### config.mk
export PLATFORM = sky130hd
export DESIGN_NAME = mul_sequencer_flat
export DESIGN_NICKNAME = d
export VERILOG_FILES = /design/src/rtl/mul_sequencer_if.sv /design/src/rtl/mul_sequencer.sv /design/src/flat_wrapper.sv
export SDC_FILE = /design/constraint.sdc
export NUM_CORES = 1
export LEC_CHECK = 0
export CORE_ASPECT_RATIO = 2
export CORE_UTILIZATION = 35
export DETAILED_ROUTE_END_ITERATION = 6
export GPL_TIMING_DRIVEN = 0
export PLACE_DENSITY = 0.67
export SLEW_MARGIN = 10
export SYNTH_ARGS = -nofsm -noshare
export SYNTH_HDL_FRONTEND = slang
export SYNTH_SLANG_ARGS = --single-unit
### constraint.sdc
create_clock -name clk -period 4.1 [get_ports clk]
set_clock_uncertainty 0.05 [all_clocks]
set_input_delay 0.82 -clock clk [delete_from_list [all_inputs] [get_ports clk]]
set_output_delay 0.82 -clock clk [all_outputs]
set_load 0.005 [all_outputs]
### src/rtl/mul_sequencer_if.sv
// Bundle between mul_sequencer, the issuing pipeline stage and the shared ALU.
// The slave modport is the sequencer's view; the master modport is the pipeline/ALU side.
interface mul_sequencer_if #(
    parameter int WIDTH = 16
);
    logic             start;
    logic [WIDTH-1:0] op_a;
    logic [WIDTH-1:0] op_b;
    logic [WIDTH-1:0] alu_result;
    logic             alu_own;
    logic [WIDTH-1:0] alu_a;
    logic [WIDTH-1:0] alu_b;
    logic [2:0]       alu_op;
    logic             alu_cin;
    logic             busy;
    logic             stall;
    logic             done;
    logic [WIDTH-1:0] product;

    modport slave (
        input  start, op_a, op_b, alu_result,
        output alu_own, alu_a, alu_b, alu_op, alu_cin, busy, stall, done, product
    );

    modport master (
        output start, op_a, op_b, alu_result,
        input  alu_own, alu_a, alu_b, alu_op, alu_cin, busy, stall, done, product
    );
endinterface

### src/rtl/mul_sequencer.sv
// Shift-add multiplier that borrows the shared ALU for ADDs and stalls the pipeline.
// Optional MUL_EARLY_EXIT_EN: finish as soon as the remaining multiplier bits are all zero.
module mul_sequencer #(
    parameter int WIDTH = 16,
    parameter int CNT_W = 4
) (
    input  logic            clk,
    input  logic            rst,
    mul_sequencer_if.slave  bus
);
    typedef enum logic [1:0] {
        ST_IDLE = 2'd0,
        ST_RUN  = 2'd1,
        ST_DONE = 2'd2
    } state_t;

    state_t           state_q, state_d;
    logic [WIDTH-1:0] acc_q, acc_d;
    logic [WIDTH-1:0] mcand_q, mcand_d;
    logic [WIDTH-1:0] mplier_q, mplier_d;
    logic [CNT_W-1:0] cnt_q, cnt_d;
    logic [WIDTH-1:0] product_q, product_d;
    logic             busy_q, busy_d;
    logic             done_q, done_d;

    logic [WIDTH-1:0] acc_upd;
    logic [WIDTH-1:0] mplier_shift;
    logic             last_iter;

    always_ff @(posedge clk) begin
        if (rst) begin
            state_q   <= ST_IDLE;
            acc_q     <= '0;
            mcand_q   <= '0;
            mplier_q  <= '0;
            cnt_q     <= '0;
            product_q <= '0;
            busy_q    <= 1'b0;
            done_q    <= 1'b0;
        end else begin
            state_q   <= state_d;
            acc_q     <= acc_d;
            mcand_q   <= mcand_d;
            mplier_q  <= mplier_d;
            cnt_q     <= cnt_d;
            product_q <= product_d;
            busy_q    <= busy_d;
            done_q    <= done_d;
        end
    end

    always_comb begin
        state_d      = state_q;
        acc_d        = acc_q;
        mcand_d      = mcand_q;
        mplier_d     = mplier_q;
        cnt_d        = cnt_q;
        product_d    = product_q;
        acc_upd      = mplier_q[0] ? bus.alu_result : acc_q;
        mplier_shift = mplier_q >> 1;
`ifdef MUL_EARLY_EXIT_EN
        last_iter    = (cnt_q == CNT_W'(WIDTH - 1)) || (mplier_shift == '0);
`else
        last_iter    = (cnt_q == CNT_W'(WIDTH - 1));
`endif
        case (state_q)
            ST_IDLE: begin
                if (bus.start) begin
                    acc_d    = '0;
                    mcand_d  = bus.op_a;
                    mplier_d = bus.op_b;
                    cnt_d    = '0;
                    state_d  = ST_RUN;
                end
            end
            ST_RUN: begin
                acc_d    = acc_upd;
                mcand_d  = mcand_q << 1;
                mplier_d = mplier_shift;
                cnt_d    = cnt_q + CNT_W'(1);
                if (last_iter) begin
                    product_d = acc_upd;
                    state_d   = ST_DONE;
                end
            end
            ST_DONE: begin
                state_d = ST_IDLE;
            end
            default: begin
                state_d = ST_IDLE;
            end
        endcase
        // busy/done are registered copies of where the FSM is heading
        busy_d = (state_d != ST_IDLE);
        done_d = (state_d == ST_DONE);
    end

    assign bus.alu_own = (state_q == ST_RUN);
    assign bus.alu_a   = bus.alu_own ? acc_q   : '0;
    assign bus.alu_b   = bus.alu_own ? mcand_q : '0;
    assign bus.alu_op  = bus.alu_own ? 3'b100  : 3'b000;
    assign bus.alu_cin = 1'b0;
    assign bus.busy    = busy_q;
    assign bus.done    = done_q;
    assign bus.product = product_q;
    // Freeze the issuing instruction in the very cycle it requests the multiply
    assign bus.stall   = busy_q | (bus.start & (state_q == ST_IDLE));
endmodule

### src/flat_wrapper.sv
// flat-port wrapper written by rule: the top's interface ports become plain ports
module mul_sequencer_flat 
#(
    parameter int WIDTH = 16,
    parameter int CNT_W = 4
)
  (clk, rst, bus_start, bus_op_a, bus_op_b, bus_alu_result, bus_alu_own, bus_alu_a, bus_alu_b, bus_alu_op, bus_alu_cin, bus_busy, bus_stall, bus_done, bus_product);
  mul_sequencer_if #(.WIDTH(WIDTH)) bus_i ();
  input  logic clk;
  input  logic rst;
  input wire logic [$bits(bus_i.start)-1:0] bus_start;
  input wire logic [$bits(bus_i.op_a)-1:0] bus_op_a;
  input wire logic [$bits(bus_i.op_b)-1:0] bus_op_b;
  input wire logic [$bits(bus_i.alu_result)-1:0] bus_alu_result;
  output wire logic [$bits(bus_i.alu_own)-1:0] bus_alu_own;
  output wire logic [$bits(bus_i.alu_a)-1:0] bus_alu_a;
  output wire logic [$bits(bus_i.alu_b)-1:0] bus_alu_b;
  output wire logic [$bits(bus_i.alu_op)-1:0] bus_alu_op;
  output wire logic [$bits(bus_i.alu_cin)-1:0] bus_alu_cin;
  output wire logic [$bits(bus_i.busy)-1:0] bus_busy;
  output wire logic [$bits(bus_i.stall)-1:0] bus_stall;
  output wire logic [$bits(bus_i.done)-1:0] bus_done;
  output wire logic [$bits(bus_i.product)-1:0] bus_product;
  assign bus_i.start = bus_start;
  assign bus_i.op_a = bus_op_a;
  assign bus_i.op_b = bus_op_b;
  assign bus_i.alu_result = bus_alu_result;
  assign bus_alu_own = bus_i.alu_own;
  assign bus_alu_a = bus_i.alu_a;
  assign bus_alu_b = bus_i.alu_b;
  assign bus_alu_op = bus_i.alu_op;
  assign bus_alu_cin = bus_i.alu_cin;
  assign bus_busy = bus_i.busy;
  assign bus_stall = bus_i.stall;
  assign bus_done = bus_i.done;
  assign bus_product = bus_i.product;
  mul_sequencer #(.WIDTH(WIDTH), .CNT_W(CNT_W)) u_core (.clk(clk), .rst(rst), .bus(bus_i));
endmodule
**After elaboration in Yosys (flattened, before gate mapping)**

Index checks and enable logic that the tools add are counted.

- $add $sub $neg: 1
- Equal/unequal tests: 4
- Mux-type cells: 15
- Bitwise logic cells: 2
- Reduce and logical (&&, ||, !) cells: 5

Operators by type and width:

| operator | count |
|---|---|
| 16-bit two-way mux | 6 |
| 16-bit one-hot mux with 2 select lines | 3 |
| 4-bit one-hot mux with 2 select lines | 1 |
| 4-bit by 1-bit adder with 4-bit output (second input constant) | 1 |
| 4-bit == test (second input constant) | 1 |
| 2-bit two-way mux | 2 |
| 4-bit two-way mux | 1 |
| 2-bit one-hot mux with 2 select lines | 1 |
| 2-bit AND reduction | 2 |
| 2-bit nonzero test | 2 |
| 3-bit two-way mux | 1 |
| 2-bit by 1-bit == test with 1-bit output (second input constant) | 1 |
| 2-bit == test (second input constant) | 1 |
| 2-bit logical NOT | 1 |
| 2-bit != test (second input constant) | 1 |
| 1-bit bitwise AND | 1 |
| 1-bit bitwise OR | 1 |

- Bits in registers: 72
- Input port bits: 51
- Output and inout bits: 56
- Word-level logic and storage cells: 35

**Depth between registers and ports, before layout**

- Depth after elaboration: 4
- Gate-level depth with buffers: 7
- Mapped depth without buffers: 4

**Least setup slack after synthesis**

OpenSTA, ideal clock, no wires.

- Path kind: input to output
- Start: input bus_start
- End: output bus_stall
- Arrival time: 1.451 ns
- Data required time: 3.230 ns
- Setup slack: 1.779 ns
- Cell stages on the path: 3
- Path through: nor3b_4 buf_4 or2_2

- Cells in the longest elaborated chain, start to end: 2

RTL lines:

| item | line | source |
|---|---|---|
| from (decl) | flat_wrapper.sv:11 | `input wire logic [$bits(bus_i.start)-1:0] bus_start;` |
| 1-bit bitwise AND | mul_sequencer.sv:107 | `assign bus.stall = busy_q \| (bus.start & (state_q == ST_IDLE));` |
| 1-bit bitwise OR | mul_sequencer.sv:107 |  |
| to (decl) | flat_wrapper.sv:21 | `output wire logic [$bits(bus_i.stall)-1:0] bus_stall;` |

No other way between the ends.

**Worst setup path in the final report**

Same ends and word-level chain as after synthesis.

==> flow_summary.toml <==
[yosys]
ys_async_sr_fraction_pct = 0
ys_types = 34
synth-seq-cells = 72
synth.largest_area_cell = "dfxtp_1"
yosys-top-cells-count = "dfxtp_1 (72), a21oi_1 (33), a211oi_1 (24)"
syn_avg_cell_area_sq_um = 9.61
synth_top_cell_area_share_pct = 45.9
ys.flop_type = "dfxtp_1"
yosysMostFrequentCell = "dfxtp_1"
seq_area_frac_synth_pct = 45.9
synth_edf_count = 0
synth-warning-count = 0
synth.area.top_cells = "dfxtp_1 (46%), a211oi_1 (5.7%), a21oi_1 (5.3%)"
postSynthCellCount = 327
syn-cell-area_sq_um = 3140

[cts]
ctsResizeCount = 0
numCtsBuffers = 9
htreeDepth = 3
clk_latency_ns = 0.33
hold_buffers = 0
cts.sinks = 72
cts_tree = "done"
post_cts_buffers = 0
cts_root_buffer = "clkbuf_16"
clock_path_buffers = 2
clk_pin_slew_ns = 0.05

[worst_setup_path]
path_class = "in2out"
worst_ep_arrival_time_ns = 2.71
start_kind = "primary input"
cp.required_ns = 3.23
cp-end-kind = "output port"
crit_fanout = 10

[die]
die_x_um = 69.0
start_util_pct = 36.3
die_h_um = 136
io_pins = 107
core_area_sq_um = 8650
rows = 48
dieArea_sq_um = 9380

[detailed_routing]
drt_pass1_iterations = 4
wl_per_cell_um = 15.2
dr_total_vias = 2839
via_per_inst = 5.18
drc = 0
drt_iter0_drc = 80
drt.antenna.violating_nets = 0
wirelength_mm = 8.35

[power]
p_sw_share_pct = 22.6
pwr-share-clk_pct = 46.4
ir_drop_v = 0.000209
total_power_mw = 1.80
power_switching_mw = 0.408
seqPwrFrac_pct = 41.4
comb_power_share_pct = 12.2
leakagePower_nw = 1.82
power.density_nw_per_um2 = 390
p_int_mw = 1.40

[finish]
seq_area_sq_um = 1440
final_util_pct = 53.5
fin_area_sq_um = 4630
fillers = 838
antennaDiodeCount = 0
area_growth_pct = 47.3
layout-drive-gt1-share_pct = 13.6
fin_nets = 495
multi_input_area_sq_um = 1420
final_cells = 548

[min_path]
hold_path_class = "reg2reg"

[timing]
fin_crit_sh_pct = 87.3
relSlewSlack_pct = 65.4
worst_slack_ns = 0.519
period_needed_ns = 3.58
tns_ns = 0
hold_viol = 0
timing.fmax_mhz = 279
setup_viol = 0
final_max_slew_viol_count = 0
tightest_slew_ns = 0.520
rsz0062_at_grt = "false"
whs_ns = 0.431

[placement]
gp_congestion = 0.799
hpwl_mm = 6.36
place_area_sq_um = 4310
portBuffers = 103
placed_cells = 532
dp_slack_ns = 0.487

[grt]
antenna_found_initial = 0
grt.total_usage_pct = 18.8
grt_pass1_wl_mm = 13.1
grt_pass1_vias = 2874
grt.overflow.total = 0
grt_start_max_net_pins = 13

[outcome]
status = "finished, final reports clean"

[run]
maxCapViolCount = 0
## worst max-delay path: stages
cell	delay [ns]
clkdlybuf4s50_1	0.56
nor3b_4	0.45
buf_4	0.26
or2_2	0.13
clkdlybuf4s50_1	0.48
## path summary, 6_finish.rpt
check | slack, ns | start | cells past startpoint | to
max | 0.52 | bus_start | 5 | bus_stall
min | 0.43 | u_core.mcand_q[12] | 2 | u_core.mcand_q[13]
max reg2reg | 2.43 | u_core.cnt_q[0] | 7 | u_core.bus.product[6]
min reg2reg | 0.43 | u_core.mcand_q[12] | 2 | u_core.mcand_q[13]
## metal layers
| layer | vias up | track usage, % | wire [um] |
|---|---|---|---|
| li1 | 1404 | - | - |
| met1 | 1340 | 19.5 | 3210 |
| met2 | 84 | 34.7 | 4580 |
| met3 | 11 | 3.61 | 382 |
| met4 | 0 | 8.05 | 169 |
| met5 | - | 0 | 0 |
## power groups by stage
stage,registers (mW),clock network [mW],logic (mW)
floorplan,0.757,0,0.123
global placement,0.760,0,0.218
detailed placement,0.761,0,0.222
CTS,0.746,0.851,0.223
global route,0.750,0.880,0.240
finish,0.747,0.837,0.221
## flip-flops by register name, summed over array words and instances (netlist names)
register,count
u_core.mcand_q,16
u_core.bus.product,16
u_core.bus.busy,1
u_core.cnt_q,4
u_core.bus.done,1
u_core.state_q,2
u_core.acc_q,16
u_core.mplier_q,16
## layout make-up
cell class                      count  area share (%)
Buffer                             34            4.76
Clock buffer                       10            5.16
Clock inverter                      6            1.78
Inverter                           18            1.46
Multi-Input combinational cell    205            30.7
Sequential cell                    72            31.2
Tap cell                          100            2.70
Timing Repair Buffer              103            22.3
## cells in the final DEF, fill, tap and decap left out, types with 2 or more instances in the layout
cell / n
buf_6: 7
a22o_1: 16
dfxtp_1: 72
nand2_1: 15
conb_1: 3
nor2b_1: 2
clkdlybuf4s50_1: 103
mux2i_1: 16
and2_1: 17
a211oi_1: 24
buf_2: 14
a22oi_1: 18
bufinv_16: 2
nor2_1: 21
inv_1: 18
o22ai_1: 15
buf_4: 6
a211oi_2: 10
clkbuf_1: 6
clkinv_2: 3
a21oi_1: 33
clkbuf_16: 9
## kinds of logic after synthesis
family,share of synthesized area [%]
AND/OR/NAND/NOR,10.7
multiplexers,5.93
other,0.119
adder cells (fa/ha/maj),0.398
buffers and inverters,9.16
flip-flops,45.9
AO/OA/AOI/OAI,27.8
No activity file was read; power rests on OpenSTA's default activity.
